$ cat config.mk
export PLATFORM = sky130hd
export DESIGN_NAME = pol_rd_sched_flat
export DESIGN_NICKNAME = d
export VERILOG_FILES = /design/src/rtl/pol_rd_sched_if.sv /design/src/rtl/pol_rd_sched.sv /design/src/flat_wrapper.sv
export SDC_FILE = /design/constraint.sdc
export NUM_CORES = 1
export LEC_CHECK = 0
export ABC_AREA = 1
export BUFFER_PORTS_ARGS = -buffer_cell sky130_fd_sc_hd__buf_2
export CORE_AREA = 4 4 434 436
export CTS_BUF_LIST = sky130_fd_sc_hd__clkbuf_4
export CTS_CLUSTER_DIAMETER = 30
export CTS_CLUSTER_SIZE = 24
export DETAILED_ROUTE_END_ITERATION = 16
export DIE_AREA = 0 0 438 440
export GPL_ROUTABILITY_DRIVEN = 0
export SYNTH_ARGS = -nofsm -noshare
export SYNTH_HDL_FRONTEND = slang
export SYNTH_SLANG_ARGS = --single-unit
$ cat constraint.sdc
create_clock -name clk -period 6.3 [get_ports clk]
set_input_delay 1.26 -clock clk [delete_from_list [all_inputs] [get_ports clk]]
set_output_delay 1.26 -clock clk [all_outputs]
set_load 0.1 [all_outputs]
$ cat src/rtl/pol_rd_sched_if.sv
// Bundle of the pooling-core request/return bus, the GLB feature-map read
// port and the CCU enable/idle pair handled by pol_rd_sched.
interface pol_rd_sched_if #(
  parameter int POOL_CORE      = 6,
  parameter int POOL_COMP_CORE = 64,
  parameter int IDX_WIDTH      = 10,
  parameter int ACT_WIDTH      = 8
) ();

  logic [POOL_CORE-1:0]                CCUMIF_PortEn;
  logic                                MIFCCU_Idle;
  logic [POOL_CORE-1:0]                POLMIF_AddrVld;
  logic [IDX_WIDTH*POOL_CORE-1:0]      POLMIF_Addr;
  logic [POOL_CORE-1:0]                MIFPOL_AddrRdy;
  logic                                MIFGLB_AddrVld;
  logic [IDX_WIDTH-1:0]                MIFGLB_Addr;
  logic                                GLBMIF_AddrRdy;
  logic [ACT_WIDTH*POOL_COMP_CORE-1:0] GLBMIF_Fm;
  logic                                GLBMIF_FmVld;
  logic                                MIFGLB_FmRdy;
  logic [ACT_WIDTH*POOL_COMP_CORE-1:0] MIFPOL_Fm;
  logic [POOL_CORE-1:0]                MIFPOL_FmVld;
  logic [POOL_CORE-1:0]                POLMIF_FmRdy;

  // The scheduler is the slave side; cores, GLB and CCU drive the master side.
  modport slave (
    input  CCUMIF_PortEn, POLMIF_AddrVld, POLMIF_Addr, GLBMIF_AddrRdy,
           GLBMIF_Fm, GLBMIF_FmVld, POLMIF_FmRdy,
    output MIFCCU_Idle, MIFPOL_AddrRdy, MIFGLB_AddrVld, MIFGLB_Addr,
           MIFGLB_FmRdy, MIFPOL_Fm, MIFPOL_FmVld
  );

  modport master (
    output CCUMIF_PortEn, POLMIF_AddrVld, POLMIF_Addr, GLBMIF_AddrRdy,
           GLBMIF_Fm, GLBMIF_FmVld, POLMIF_FmRdy,
    input  MIFCCU_Idle, MIFPOL_AddrRdy, MIFGLB_AddrVld, MIFGLB_Addr,
           MIFGLB_FmRdy, MIFPOL_Fm, MIFPOL_FmVld
  );

endinterface

$ cat src/rtl/pol_rd_sched.sv
// Round-robin read scheduler: pooling cores -> single GLB read port, with
// per-port credits and an in-order tag FIFO steering returned words back.
module pol_rd_sched #(
  parameter int POOL_CORE      = 6,
  parameter int POOL_COMP_CORE = 64,
  parameter int IDX_WIDTH      = 10,
  parameter int ACT_WIDTH      = 8,
  parameter int MAX_OUTS       = 4,
  parameter int TAG_DEPTH      = 8
) (
  input  logic          clk,
  input  logic          rst,
  pol_rd_sched_if.slave bus
);

  localparam int PW   = (POOL_CORE > 1) ? $clog2(POOL_CORE) : 1;
  localparam int CW   = $clog2(MAX_OUTS + 1);
  localparam int AW   = (TAG_DEPTH > 1) ? $clog2(TAG_DEPTH) : 1;
  localparam int NW   = AW + 1;
  localparam int FM_W = ACT_WIDTH * POOL_COMP_CORE;

  typedef logic [PW-1:0] tag_t;

  logic [CW-1:0]        credit_q [POOL_CORE];
  logic [CW-1:0]        credit_d [POOL_CORE];
  tag_t                 rr_ptr_q, rr_ptr_d;
  logic                 addr_vld_q, addr_vld_d;
  logic [IDX_WIDTH-1:0] addr_q, addr_d;

  tag_t                 tag_mem [TAG_DEPTH];
  logic [AW-1:0]        wr_ptr_q, wr_ptr_d;
  logic [AW-1:0]        rd_ptr_q, rd_ptr_d;
  logic [NW-1:0]        count_q, count_d;

  logic [POOL_CORE-1:0] eligible;
  logic [POOL_CORE-1:0] addr_rdy;
  logic [POOL_CORE-1:0] fm_vld;
  logic                 fm_rdy;
  logic                 slot_free;
  logic                 fifo_full, fifo_empty;
  logic                 grant_vld;
  tag_t                 grant_idx;
  tag_t                 head_tag;
  logic                 push, pop;
  logic [FM_W-1:0]      fm_word;
  int                   j;

  assign fifo_full  = (count_q == NW'(TAG_DEPTH));
  assign fifo_empty = (count_q == '0);
  assign head_tag   = tag_mem[rd_ptr_q];
  assign slot_free  = !addr_vld_q || bus.GLBMIF_AddrRdy;

  // Full check uses the pre-pop count, so a same-cycle pop never enables a grant.
  always_comb begin
    for (int k = 0; k < POOL_CORE; k++) begin
      eligible[k] = bus.POLMIF_AddrVld[k] && bus.CCUMIF_PortEn[k] &&
                    (credit_q[k] < CW'(MAX_OUTS)) && !fifo_full;
    end
  end

  // NOTE: every combinational output gets a default first so no path through
  // the block leaves it unassigned and infers a latch.
  always_comb begin
    grant_vld = 1'b0;
    grant_idx = '0;
    j         = 0;
    for (int i = 0; i < POOL_CORE; i++) begin
      j = int'(rr_ptr_q) + i;
      if (j >= POOL_CORE) j = j - POOL_CORE;
      if (!grant_vld && slot_free && eligible[j]) begin
        grant_vld = 1'b1;
        grant_idx = tag_t'(j);
      end
    end
  end

  always_comb begin
    addr_rdy = '0;
    if (grant_vld) addr_rdy[grant_idx] = 1'b1;
  end

  // Return path is purely combinational: head tag steers valid and ready.
  always_comb begin
    fm_vld = '0;
    fm_rdy = 1'b0;
    if (!fifo_empty) begin
      fm_vld[head_tag] = bus.GLBMIF_FmVld;
      fm_rdy           = bus.POLMIF_FmRdy[head_tag];
    end
  end

  assign push = grant_vld;
  assign pop  = bus.GLBMIF_FmVld && fm_rdy;

  always_comb begin
    rr_ptr_d   = rr_ptr_q;
    addr_vld_d = addr_vld_q;
    addr_d     = addr_q;
    if (slot_free) begin
      addr_vld_d = grant_vld;
      if (grant_vld) begin
        addr_d   = bus.POLMIF_Addr[int'(grant_idx)*IDX_WIDTH +: IDX_WIDTH];
        rr_ptr_d = (grant_idx == tag_t'(POOL_CORE - 1)) ? '0 : grant_idx + 1'b1;
      end
    end
  end

  always_comb begin
    for (int k = 0; k < POOL_CORE; k++) begin
      credit_d[k] = credit_q[k];
      case ({grant_vld && (grant_idx == tag_t'(k)), pop && (head_tag == tag_t'(k))})
        2'b10:   credit_d[k] = credit_q[k] + 1'b1;
        2'b01:   credit_d[k] = credit_q[k] - 1'b1;
        default: credit_d[k] = credit_q[k];
      endcase
    end
  end

  always_comb begin
    wr_ptr_d = push ? wr_ptr_q + 1'b1 : wr_ptr_q;
    rd_ptr_d = pop  ? rd_ptr_q + 1'b1 : rd_ptr_q;
    case ({push, pop})
      2'b10:   count_d = count_q + 1'b1;
      2'b01:   count_d = count_q - 1'b1;
      default: count_d = count_q;
    endcase
  end

  // NOTE: non-blocking assignments so every register samples the same
  // pre-edge values regardless of statement order.
  always_ff @(posedge clk) begin
    if (rst) begin
      for (int k = 0; k < POOL_CORE; k++) credit_q[k] <= '0;
      rr_ptr_q   <= '0;
      addr_vld_q <= 1'b0;
      addr_q     <= '0;
      wr_ptr_q   <= '0;
      rd_ptr_q   <= '0;
      count_q    <= '0;
    end else begin
      for (int k = 0; k < POOL_CORE; k++) credit_q[k] <= credit_d[k];
      rr_ptr_q   <= rr_ptr_d;
      addr_vld_q <= addr_vld_d;
      addr_q     <= addr_d;
      wr_ptr_q   <= wr_ptr_d;
      rd_ptr_q   <= rd_ptr_d;
      count_q    <= count_d;
    end
  end

  // NOTE: tag storage is not reset; the count decides which entries are live.
  always_ff @(posedge clk) begin
    if (push) tag_mem[wr_ptr_q] <= grant_idx;
  end

  assign fm_word            = bus.GLBMIF_Fm;
  assign bus.MIFPOL_Fm      = fm_word;
  assign bus.MIFPOL_FmVld   = fm_vld;
  assign bus.MIFGLB_FmRdy   = fm_rdy;
  assign bus.MIFPOL_AddrRdy = addr_rdy;
  assign bus.MIFGLB_AddrVld = addr_vld_q;
  assign bus.MIFGLB_Addr    = addr_q;
  assign bus.MIFCCU_Idle    = fifo_empty && !addr_vld_q;

endmodule

$ cat src/flat_wrapper.sv
// flat-port wrapper written by rule: the top's interface ports become plain ports
module pol_rd_sched_flat 
#(
  parameter int POOL_CORE      = 6,
  parameter int POOL_COMP_CORE = 64,
  parameter int IDX_WIDTH      = 10,
  parameter int ACT_WIDTH      = 8,
  parameter int MAX_OUTS       = 4,
  parameter int TAG_DEPTH      = 8
)
  (clk, rst, bus_CCUMIF_PortEn, bus_POLMIF_AddrVld, bus_POLMIF_Addr, bus_GLBMIF_AddrRdy, bus_GLBMIF_Fm, bus_GLBMIF_FmVld, bus_POLMIF_FmRdy, bus_MIFCCU_Idle, bus_MIFPOL_AddrRdy, bus_MIFGLB_AddrVld, bus_MIFGLB_Addr, bus_MIFGLB_FmRdy, bus_MIFPOL_Fm, bus_MIFPOL_FmVld);
  pol_rd_sched_if #(.POOL_CORE(POOL_CORE), .POOL_COMP_CORE(POOL_COMP_CORE), .IDX_WIDTH(IDX_WIDTH), .ACT_WIDTH(ACT_WIDTH)) bus_i ();
  input  logic clk;
  input  logic rst;
  input wire logic [$bits(bus_i.CCUMIF_PortEn)-1:0] bus_CCUMIF_PortEn;
  input wire logic [$bits(bus_i.POLMIF_AddrVld)-1:0] bus_POLMIF_AddrVld;
  input wire logic [$bits(bus_i.POLMIF_Addr)-1:0] bus_POLMIF_Addr;
  input wire logic [$bits(bus_i.GLBMIF_AddrRdy)-1:0] bus_GLBMIF_AddrRdy;
  input wire logic [$bits(bus_i.GLBMIF_Fm)-1:0] bus_GLBMIF_Fm;
  input wire logic [$bits(bus_i.GLBMIF_FmVld)-1:0] bus_GLBMIF_FmVld;
  input wire logic [$bits(bus_i.POLMIF_FmRdy)-1:0] bus_POLMIF_FmRdy;
  output wire logic [$bits(bus_i.MIFCCU_Idle)-1:0] bus_MIFCCU_Idle;
  output wire logic [$bits(bus_i.MIFPOL_AddrRdy)-1:0] bus_MIFPOL_AddrRdy;
  output wire logic [$bits(bus_i.MIFGLB_AddrVld)-1:0] bus_MIFGLB_AddrVld;
  output wire logic [$bits(bus_i.MIFGLB_Addr)-1:0] bus_MIFGLB_Addr;
  output wire logic [$bits(bus_i.MIFGLB_FmRdy)-1:0] bus_MIFGLB_FmRdy;
  output wire logic [$bits(bus_i.MIFPOL_Fm)-1:0] bus_MIFPOL_Fm;
  output wire logic [$bits(bus_i.MIFPOL_FmVld)-1:0] bus_MIFPOL_FmVld;
  assign bus_i.CCUMIF_PortEn = bus_CCUMIF_PortEn;
  assign bus_i.POLMIF_AddrVld = bus_POLMIF_AddrVld;
  assign bus_i.POLMIF_Addr = bus_POLMIF_Addr;
  assign bus_i.GLBMIF_AddrRdy = bus_GLBMIF_AddrRdy;
  assign bus_i.GLBMIF_Fm = bus_GLBMIF_Fm;
  assign bus_i.GLBMIF_FmVld = bus_GLBMIF_FmVld;
  assign bus_i.POLMIF_FmRdy = bus_POLMIF_FmRdy;
  assign bus_MIFCCU_Idle = bus_i.MIFCCU_Idle;
  assign bus_MIFPOL_AddrRdy = bus_i.MIFPOL_AddrRdy;
  assign bus_MIFGLB_AddrVld = bus_i.MIFGLB_AddrVld;
  assign bus_MIFGLB_Addr = bus_i.MIFGLB_Addr;
  assign bus_MIFGLB_FmRdy = bus_i.MIFGLB_FmRdy;
  assign bus_MIFPOL_Fm = bus_i.MIFPOL_Fm;
  assign bus_MIFPOL_FmVld = bus_i.MIFPOL_FmVld;
  pol_rd_sched #(.POOL_CORE(POOL_CORE), .POOL_COMP_CORE(POOL_COMP_CORE), .IDX_WIDTH(IDX_WIDTH), .ACT_WIDTH(ACT_WIDTH), .MAX_OUTS(MAX_OUTS), .TAG_DEPTH(TAG_DEPTH)) u_core (.clk(clk), .rst(rst), .bus(bus_i));
endmodule
==> reports/qor.txt <==
CP Capture Type: output pin
Critical path buffers and inverters: 8
Std-Cell Rows: 158
CTS clk-pin slew, worst paths: 240 ps
GR Overflow Total: 0
Required @ worst endpoint: 5040 ps
Mapped Area: 8866 um^2
Placed cell area: 8627 um^2
Crit path arrival time: 4150 ps
Post-DRT Antenna Nets: 0
I/O pin cnt: 1131
Multiplexer share of the synthesized area: 0.1129%
Top-area cell type share of the netlist area: 43.69%
Peak VDD IR: 0.5884 mV
Synthesis warning total: 0
PD cells: 714.6 nW/um^2
Fin Setup TNS: 0 ps
Setup bufs post-CTS: 0
Commonest non-fill, non-tap cell in the layout: nand2_1
Synthesized area per cell: 7.020 um^2
Hold Buf Count CTS: 0
Chip height: 440 um
Filler cells: 22010
Largest family of logic cells by synthesized area: buffers and inverters
Worst Skew: 86.96 ps
Dominant cell type by area after synthesis: buf_4
Crit path largest cell delay: 570 ps
DR vias/cell: 1.966
Mapped Cells: 1263
Core area: 184600 um^2
CTS H-tree lvls: 3
Post-synth EDFFs: 24
Pin count of the biggest net entering global routing: 37
Pre-CTS WS: 1280 ps
Min-Delay Path Class: register to register
Top area cells in the synthesized netlist: buf_4 44%, dfxtp_1 10%, edfxtp_1 8.1%, nand2_1 7.6%, nand3_1 5.2%
Multi-input logic area: 2798 um^2
Total Routing Usage GR: 7.814%
Seq/Total Area, Yosys: 18.29%
Tmin final: 5407 ps
Synth-to-Final Area Change: -1.002%
Most common flop cell mapped by yosys: dfxtp_1
Worst Path Max Fanout: 16
Crit path kind: register to output pin
Worst relative slew slack: 57.64%
Outcome: completed
Startpoint types: register
HPWL Detailed: 72040 um
Yosys reg bits: 69
Netlist cell types: 42
Tcrit/Tclk final: 85.82%
Layout Utilization: 4.754%
Final Hold Violating Endpoints: 0
Most frequent cells in the layout: 180 x nand2_1, 113 x inv_1, 103 x buf_2, 92 x nand3_1, 83 x nor2_1
Die footprint: 192700 um^2
CP Cell Sequence: buf_4 > inv_1 > ha_1 > inv_2 > ha_1 > inv_1 > nand2_1 > o21ai_1 > inv_1 > nand2_1 > nand3_1 > inv_2 > nand4_1 > nand3_1 > nand2_1 > nand2_1 > inv_1 > nor2_1 > buf_2
Final worst slack: 893.4 ps
Asr flop ratio synth: 0%
Compound-Gate Fraction of Synth Area: 6.590%
Worst slew pin tran: 639.9 ps
Antenna violations before repair: 11
Sink Count: 69
Count of final setup violators: 0
Number of port buffers: 106
Fraction of layout cells with a size suffix above 1: 17.99%
Synth Net Count: 1888
CTS tree: built
Iteration-0 DRC count of the detailed router: 691
CTS Buf Count: 9
WL/cell: 24.01 um
First-pass GRT wire length: 91700 um
Leakage power total: 3.075 nW
Post-synthesis xor/xnor area fraction: 0.6915%
Max Slew Vio Count: 0
Cell family with most CP delay: buffers and inverters
Post-synthesis adder-cell area fraction: 4.968%
DR vias: 6559
Drt drc: 0
DR pass1 iterations: 5
Tot Pwr: 6.272 mW
Vias in the first global route: 5965
Worst skew pair latency: 540 ps
Max-Cap Viols: 0
Die width: 438 um
Synth Area in Simple Gates: 19.19%
Reg area: 1622 um^2
Final wirelength: 80110 um
Root Buffer: clkbuf_4
Slowest library cell on the worst path: ha_1
Final instance area: 8777 um^2
CTS-repair resized insts: 0
Maximum clock rate: 185.0 MHz
Initial cell density of the core: 4.802%
Clk buf depth: 2
NumNets Final: 1476
RSZ-0062 raised after global routing: no
-- sequential cells by signal (all words and copies together) (netlist names), named ones only --
signal / cells
u_core.tag_mem: 24
u_core.credit_q: 18
u_core.bus.MIFGLB_Addr: 10
u_core.count_q: 4
u_core.rd_ptr_q: 3
u_core.rr_ptr_q: 3
u_core.wr_ptr_q: 3
u_core.bus.MIFGLB_AddrVld: 1
-- power breakdown --
part / switching, mW / internal (mW) / total (mW)
Combinational: 3.89 / 1.21 / 5.10
Clock: 0.252 / 0.127 / 0.378
Sequential: 0.0818 / 0.716 / 0.798
-- cells by family (layout without fill, tap and decap cells) --
kind of cell / Yosys count / after routing
flops: 69 / 69
xor+xnor: 7 / 7
simple gates: 387 / 387
buf+inv: 661 / 254
mux: 1 / 1
other cells: 0 / 1
fa+ha+maj: 31 / 31
compound gates: 107 / 107
-- worst paths after layout --
path                         startpoint                     to  slack [ps]  cells after the start
setup / recovery     u_core.rr_ptr_q[0]  bus_MIFPOL_AddrRdy[4]         890                     19
hold / removal    u_core.credit_q[0][5]  u_core.credit_q[0][5]         480                      2
setup reg to reg     u_core.rr_ptr_q[0]      u_core.count_q[3]        1300                     27
hold reg to reg   u_core.credit_q[0][5]  u_core.credit_q[0][5]         480                      2
-- layout make-up --
type | count | share of cell area [%]
Tap cell | 2480 | 35.35
Multi-Input combinational cell | 533 | 31.87
Sequential cell | 69 | 18.47
Timing Repair Buffer | 115 | 7.327
Inverter | 123 | 5.260
Clock inverter | 7 | 0.9123
Clock buffer | 9 | 0.7698
Antenna cell | 1 | 0.02851
-- cell usage after synthesis (2+ instances only) --
master,instances
nor2_1,83
a211oi_1,2
inv_2,9
buf_2,11
nor2_4,2
o211ai_1,2
buf_6,2
ha_1,24
o32ai_1,3
nand4_1,6
o21ai_1,5
nand4_2,2
clkbuf_1,8
nand2_2,3
a21oi_1,39
nand3_1,92
fa_1,7
dfxtp_1,45
nand2_1,180
o21a_1,4
buf_4,516
a21oi_2,3
edfxtp_1,24
xor2_1,6
inv_1,113
nand3b_1,11
o21ai_0,46
-- per-layer routing --
| layer | vias up | wire [um] | share of wire, % | global-route usage, % |
|---|---|---|---|---|
| met3 | 206 | 25800 | 32 | 11.89 |
| met5 | - | 339 | 0.42 | 1.336 |
| met2 | 961 | 31060 | 39 | 10.32 |
| met1 | 2776 | 19110 | 24 | 5.538 |
| met4 | 10 | 3812 | 4.8 | 3.368 |
| li1 | 2606 | - | - | - |
-- stage by stage --
stage / hold slack, ps / std cells
2_1_floorplan: 422.3 / 1263
3_3_place_gp: 441.8 / 3320
3_5_place_dp: 455.6 / 3320
4_1_cts: 481.6 / 3336
5_1_grt: 504.3 / 3337
6_report: 484.7 / 3337
-- worst register-to-register path, delay by kind of cell (launching register included) --
family / cells / cell delay [ps]
buffers and inverters: 8 / 1320
AO/OA/AOI/OAI: 4 / 590
flip-flops: 1 / 360
AND/OR/NAND/NOR: 11 / 1120
adder cells (fa/ha/maj): 4 / 1460
Note: power is estimated with default switching activity, not from simulation.
